<file path="src/rtl/uart_tx_fifo.sv">
`default_nettype none
// +--------------------------------------------------------------------------+
// | Module  : uart_tx_fifo                                                   |
// | Brief   : FIFO-buffered 8-bit UART transmitter, LSB first, 1/2 stop bits.|
// |           Optional parity bit when UART_TX_PARITY_EN is defined.         |
// | Revision: 1.0 - initial release                                          |
// +--------------------------------------------------------------------------+
module uart_tx_fifo #(
  parameter int CLK_FREQ   = 50000000,
  parameter int BAUD_RATE  = 9600,
  parameter int BAUD_COUNT = CLK_FREQ / BAUD_RATE,
  parameter int FIFO_DEPTH = 16,
  parameter int STOP_BITS  = 1,
  parameter int PARITY_ODD = 0
) (
  input  logic                          clk,
  input  logic                          reset,
  input  logic [7:0]                    tx_data,
  input  logic                          tx_start,
  output logic                          tx_ready,
  output logic                          tx,
  output logic                          tx_busy,
  output logic [$clog2(FIFO_DEPTH):0]   fifo_count,
  output logic                          tx_overflow
);

  localparam int c_ptr_w  = $clog2(FIFO_DEPTH);
  localparam int c_cnt_w  = c_ptr_w + 1;
  localparam int c_baud_w = $clog2(BAUD_COUNT);

  localparam logic [c_cnt_w-1:0]  c_depth     = c_cnt_w'(FIFO_DEPTH);
  localparam logic [c_baud_w-1:0] c_baud_last = c_baud_w'(BAUD_COUNT - 1);
  localparam logic [c_baud_w-1:0] c_baud_one  = c_baud_w'(1);
  localparam logic [3:0]          c_stop_last = 4'(STOP_BITS - 1);

  generate
    if (BAUD_COUNT < 2 || FIFO_DEPTH < 2 || (FIFO_DEPTH & (FIFO_DEPTH - 1)) != 0 ||
        STOP_BITS < 1 || STOP_BITS > 2 || PARITY_ODD < 0 || PARITY_ODD > 1) begin : g_cfg_check
      $error("uart_tx_fifo: unsupported parameter set");
    end
  endgenerate

`ifdef UART_TX_PARITY_EN
  typedef enum logic [2:0] {
    S_IDLE   = 3'd0,
    S_START  = 3'd1,
    S_DATA   = 3'd2,
    S_PARITY = 3'd3,
    S_STOP   = 3'd4
  } state_t;
`else
  typedef enum logic [2:0] {
    S_IDLE   = 3'd0,
    S_START  = 3'd1,
    S_DATA   = 3'd2,
    S_STOP   = 3'd4
  } state_t;
`endif

  // FIFO storage and bookkeeping
  logic [7:0]          r_mem [FIFO_DEPTH];
  logic [c_ptr_w-1:0]  r_wr_ptr;
  logic [c_ptr_w-1:0]  r_rd_ptr;
  logic [c_cnt_w-1:0]  r_count;
  logic                r_overflow;
  logic                w_full;
  logic                w_empty;
  logic                w_push;
  logic                w_pop;
  logic [7:0]          w_head;

  // Serialiser
  state_t              r_state, w_state_nxt;
  logic [c_baud_w-1:0] r_baud_cnt, w_baud_nxt;
  logic [3:0]          r_bit_cnt, w_bit_nxt;
  logic [7:0]          r_shift, w_shift_nxt;
  logic                r_tx, w_tx_nxt;
  logic                w_bit_done;
  logic                w_launch;
`ifdef UART_TX_PARITY_EN
  logic                r_parity;
`endif

  assign w_full   = (r_count == c_depth);
  assign w_empty  = (r_count == '0);
  assign w_push   = tx_start && !w_full;
  assign w_head   = r_mem[r_rd_ptr];

  always_ff @(posedge clk) begin
    if (w_push) begin
      r_mem[r_wr_ptr] <= tx_data;
    end
  end

  always_ff @(posedge clk) begin
    if (reset) begin
      r_wr_ptr   <= '0;
      r_rd_ptr   <= '0;
      r_count    <= '0;
      r_overflow <= 1'b0;
    end else begin
      if (w_push) r_wr_ptr <= r_wr_ptr + c_ptr_w'(1);
      if (w_pop)  r_rd_ptr <= r_rd_ptr + c_ptr_w'(1);
      case ({w_push, w_pop})
        2'b10:   r_count <= r_count + c_cnt_w'(1);
        2'b01:   r_count <= r_count - c_cnt_w'(1);
        default: r_count <= r_count;
      endcase
      r_overflow <= tx_start && w_full;
    end
  end

  always_ff @(posedge clk) begin
    if (reset) begin
      r_state    <= S_IDLE;
      r_baud_cnt <= '0;
      r_bit_cnt  <= '0;
      r_shift    <= '0;
      r_tx       <= 1'b1;
    end else begin
      r_state    <= w_state_nxt;
      r_baud_cnt <= w_baud_nxt;
      r_bit_cnt  <= w_bit_nxt;
      r_shift    <= w_shift_nxt;
      r_tx       <= w_tx_nxt;
    end
  end

`ifdef UART_TX_PARITY_EN
  // Parity is taken from the byte as it leaves the FIFO, so the shifter is free to destroy it.
  always_ff @(posedge clk) begin
    if (reset) begin
      r_parity <= 1'b0;
    end else if (w_pop) begin
      r_parity <= (^w_head) ^ (PARITY_ODD != 0);
    end
  end
`endif

  always_comb begin
    w_state_nxt = r_state;
    w_baud_nxt  = r_baud_cnt;
    w_bit_nxt   = r_bit_cnt;
    w_shift_nxt = r_shift;
    w_tx_nxt    = r_tx;
    w_bit_done  = (r_baud_cnt == c_baud_last);
    w_launch    = 1'b0;

    case (r_state)
      S_IDLE: begin
        w_launch = !w_empty;
      end
      S_START: begin
        if (w_bit_done) begin
          w_baud_nxt  = '0;
          w_tx_nxt    = r_shift[0];
          w_state_nxt = S_DATA;
        end else begin
          w_baud_nxt = r_baud_cnt + c_baud_one;
        end
      end
      S_DATA: begin
        if (w_bit_done) begin
          w_baud_nxt = '0;
          if (r_bit_cnt == 4'd7) begin
            w_bit_nxt   = '0;
`ifdef UART_TX_PARITY_EN
            w_tx_nxt    = r_parity;
            w_state_nxt = S_PARITY;
`else
            w_tx_nxt    = 1'b1;
            w_state_nxt = S_STOP;
`endif
          end else begin
            w_shift_nxt = {1'b0, r_shift[7:1]};
            w_tx_nxt    = r_shift[1];
            w_bit_nxt   = r_bit_cnt + 4'd1;
          end
        end else begin
          w_baud_nxt = r_baud_cnt + c_baud_one;
        end
      end
`ifdef UART_TX_PARITY_EN
      S_PARITY: begin
        if (w_bit_done) begin
          w_baud_nxt  = '0;
          w_bit_nxt   = '0;
          w_tx_nxt    = 1'b1;
          w_state_nxt = S_STOP;
        end else begin
          w_baud_nxt = r_baud_cnt + c_baud_one;
        end
      end
`endif
      S_STOP: begin
        // The bit counter counts stop bits here, giving STOP_BITS whole bit times.
        if (w_bit_done) begin
          w_baud_nxt = '0;
          if (r_bit_cnt == c_stop_last) begin
            w_state_nxt = S_IDLE;
            w_launch    = !w_empty;
          end else begin
            w_bit_nxt = r_bit_cnt + 4'd1;
          end
        end else begin
          w_baud_nxt = r_baud_cnt + c_baud_one;
        end
      end
      default: begin
        w_state_nxt = S_IDLE;
        w_tx_nxt    = 1'b1;
      end
    endcase

    // A launch from IDLE or from the tail of STOP starts the next frame with no gap.
    if (w_launch) begin
      w_shift_nxt = w_head;
      w_tx_nxt    = 1'b0;
      w_baud_nxt  = '0;
      w_bit_nxt   = '0;
      w_state_nxt = S_START;
    end
  end

  assign w_pop       = w_launch;
  assign tx_ready    = !w_full;
  assign tx          = r_tx;
  assign tx_busy     = (r_state != S_IDLE);
  assign fifo_count  = r_count;
  assign tx_overflow = r_overflow;

endmodule
`default_nettype wire
</file>
<file path="config.mk">
export PLATFORM = sky130hd
export DESIGN_NAME = uart_tx_fifo
export DESIGN_NICKNAME = d
export VERILOG_FILES = /design/src/rtl/uart_tx_fifo.sv
export SDC_FILE = /design/constraint.sdc
export NUM_CORES = 1
export LEC_CHECK = 0
export BUFFER_PORTS_ARGS = -buffer_cell sky130_fd_sc_hd__buf_2
export CORE_ASPECT_RATIO = 2
export CORE_MARGIN = 5
export CORE_UTILIZATION = 60
export CTS_CLUSTER_DIAMETER = 40
export DETAILED_ROUTE_END_ITERATION = 10
export PLACE_DENSITY = 0.77
export SLEW_MARGIN = 15
export SYNTH_ARGS = -nofsm -noshare
export SYNTH_HDL_FRONTEND = slang
export SYNTH_SLANG_ARGS = --single-unit
</file>
<file path="constraint.sdc">
create_clock -name clk -period 3.5 [get_ports clk]
set_input_delay 0.175 -clock clk [delete_from_list [all_inputs] [get_ports clk]]
set_output_delay 0.175 -clock clk [all_outputs]
set_load 0.005 [all_outputs]
</file>
==> flow_metrics.py <==
metrics = {
    "status": {
        "status": "complete, no violations",
    },
    "hold_path": {
        "hold_depth": 2,
        "hp-class": "primary input to register",
    },
    "critical_path": {
        "start_kind": "register",
        "reg2reg_depth": 12,
        "endpoint_kind": "register",
        "crit_type": "register to register",
        "cp.required_ns": 3.81,
        "cp.arrival_ns": 3.52,
        "critPathMaxFanout": 9,
    },
    "route": {
        "wl_per_cell_um": 20.16,
        "vias_per_cell": 6.039,
        "vias": 4173,
        "remaining_drc_errors": 0,
        "drt-initial-drc-count": 428,
        "firstDrtPassIters": 5,
        "detail-route-antenna-nets": 0,
        "drt_wl_total_mm": 13.93,
    },
    "power": {
        "power_density_mw_per_mm2": 695.1,
        "leakagePower_nw": 2.688,
        "ir_drop_mv": 0.4761,
    },
    "floorplanning": {
        "start_util_pct": 60.57,
        "fp.dieW_um": 87.77,
        "die_area_mm2": 0.01453,
        "coreArea_mm2": 0.01198,
        "dieHeight_um": 165.5,
        "io_pins": 20,
        "rows": 57,
    },
    "cts": {
        "cts_made_buffers": 17,
        "cts_setup_buffers": 0,
        "cts_tree": "built",
        "cts_hold_buf": 0,
        "h-tree-depth": 4,
        "postCtsResizedCells": 0,
        "clk_path_buf_depth": 2,
        "cts_sinks": 175,
        "cts-root-buf": "clkbuf_16",
        "cts.clk_slew.worst_paths_ns": 0.07,
        "clkLatencyLatePin_ns": 0.42,
    },
    "global_routing": {
        "grt_pass1_vias": 4131,
        "grt_pass1_wl_mm": 22.10,
        "antenna_found_initial": 0,
        "grt_usage_pct": 20.93,
        "grt_overflow_total": 0,
        "grt_start_max_net_pins": 34,
    },
    "sta": {
        "rsz0062_at_grt": "false",
        "fmax_mhz": 311.3,
        "drv_slew": 0,
        "final.period_utilization_pct": 91.78,
        "setup-tns-final_ns": 0,
        "clock_skew_ns": 0.008715,
        "hold_viol_final": 0,
        "tightest_slew_ns": 0.9826,
        "setup_viol": 0,
        "maxSlewHeadroom_pct": 34.25,
        "fin_ws_ns": 0.2879,
        "fin_crit_ns": 3.212,
    },
    "final_layout": {
        "utilization_pct": 67.98,
        "area_growth_pct": 12.24,
        "layout-drive-gt1-share_pct": 18.38,
        "stdcell_count": 691,
        "final_nets": 553,
        "n_antenna_cell": 0,
        "fin_area_mm2": 0.008145,
    },
    "synthesis": {
        "synth-async-reset-ratio_pct": 0,
        "ys_top_cells_by_area": "edfxtp_1, dfxtp_1, mux4_2, nor2_1, ha_1",
        "synthDominantAreaCellType": "edfxtp_1",
        "synth_nets": 529,
        "synthFlopType": "edfxtp_1",
        "synth_edf_count": 128,
        "yosysWarnings": 0,
        "ys_seq_elements": 175,
        "ys_seq_area_share_pct": 65.93,
        "netlist_area_mm2": 0.007257,
        "synth_cell_types": 55,
        "yosysTopAreaCellShare_pct": 52.97,
        "avgSynthCellArea_um2": 14.31,
        "syn_inst": 507,
    },
    "placed_design": {
        "place_ws_ns": 0.3503,
        "gp_congestion": 0.7990,
        "place_inst": 659,
        "hpwl_mm": 9.093,
        "placed_area_mm2": 0.007532,
        "portBuffers": 19,
    },
    "job": {
        "drv_cap": 0,
    },
}
==> per-layer routing <==
layer  vias up  global-route usage [%]  wire [um]
li1       1982                       -          -
met1      2078                   26.20       5578
met2        99                   36.02       7506
met3        14                   4.220        593
met4         0                   6.913        251
met5         -                       0          0
==> cell families (layout without fill, tap and decap cells) <==
logic type / after synthesis / in the layout / synth area share [%]
AO/OA/AOI/OAI: 69 / 69 / 6.483
XOR/XNOR: 21 / 21 / 2.535
adder cells (fa/ha/maj): 11 / 11 / 1.897
buffers and inverters: 39 / 76 / 2.034
flip-flops: 175 / 175 / 65.93
multiplexers: 41 / 41 / 10.59
AND/OR/NAND/NOR: 151 / 151 / 10.53
==> worst max-delay path, stage by stage, from the launching register on <==
cell and delay (ns):
dfxtp_1 0.34, or4b_4 0.55, nor3_1 0.33, o21ai_1 0.15, inv_2 0.16, ha_1 0.38
xor2_1 0.19, ha_1 0.21, a21o_1 0.12, nand2_1 0.05, a21o_1 0.16, a31oi_1 0.13
mux2_2 0.35
==> synth_stat cells (all sizes together) (3+ instances only) <==
cell,number
edfxtp,128
dfxtp,47
nor2,47
mux4,28
nand2,28
clkbuf,20
nor2b,17
nor3,16
a21oi,15
xnor2,15
o21ai,13
inv,12
ha,11
nand4,9
buf,7
mux2i,7
mux2,6
xor2,6
nand2b,5
nand3,5
a2111oi,4
a211oi,4
nor3b,4
o221ai,4
o31ai,4
or3,4
a221oi,3
a22o,3
nor4,3
nor4b,3
o22ai,3
==> per-stage QoR <==
stage	hold slack (ns)	total power [W]
final	0.02995	0.005662
after global routing	0.02693	0.005924
after global placement	0.4532	0.003741
after CTS	0.02111	0.005695
after detailed placement	0.4559	0.003776
after floorplan	0.2739	0.003411
==> final timing paths <==
check	startpoint	endpoint	slack [ns]
setup / recovery	r_baud_cnt[7]	fifo_count[4]	0.29
hold / removal	tx_start	tx_overflow	0.03
setup reg to reg	r_baud_cnt[7]	fifo_count[4]	0.29
hold reg to reg	r_shift[7]	r_shift[7]	0.48
==> area by class of cell <==
cell class                      count  area (um^2)
Clock buffer                       18        429.2
Multi-Input combinational cell    293         2325
Inverter                           12        45.04
Fill cell                         819         3836
Clock inverter                     14        183.9
Tap cell                          147        183.9
Timing Repair Buffer               32        192.7
Sequential cell                   175         4786
==> placed cells by master (no fill, tap or decap), types with 4 or more instances in the layout <==
master,count
mux4_2,28
buf_4,13
o31ai_1,4
a211oi_1,4
nand2b_1,5
dfxtp_1,46
or3_1,4
o221ai_1,4
nor3b_1,4
mux2i_1,7
xor2_1,6
edfxtp_1,128
ha_1,11
o21ai_0,10
a2111oi_0,4
nor2_1,47
a21oi_1,15
mux2_2,6
clkbuf_16,17
nand4_1,9
nor2b_1,17
nand3_1,5
nand2_1,28
inv_1,11
buf_2,19
nor3_1,16
xnor2_1,15
==> power breakdown <==
group          leakage (nW)  internal [W]  switching, W  total, W
clock                 0.291       0.00114      0.000783   0.00192
combinational         0.858      0.000553      0.000676   0.00123
sequential             1.54       0.00237      0.000146   0.00251
total                  2.69       0.00406       0.00160   0.00566
==> sequential cells by signal, indices dropped and copies added (netlist names), named ones only <==
name         count
r_wr_ptr         4
r_rd_ptr         4
r_shift          8
tx_overflow      1
r_bit_cnt        4
r_mem          128
tx               1
r_baud_cnt      13
fifo_count       5
r_state          3
Power figures use the tool's default switching activity.
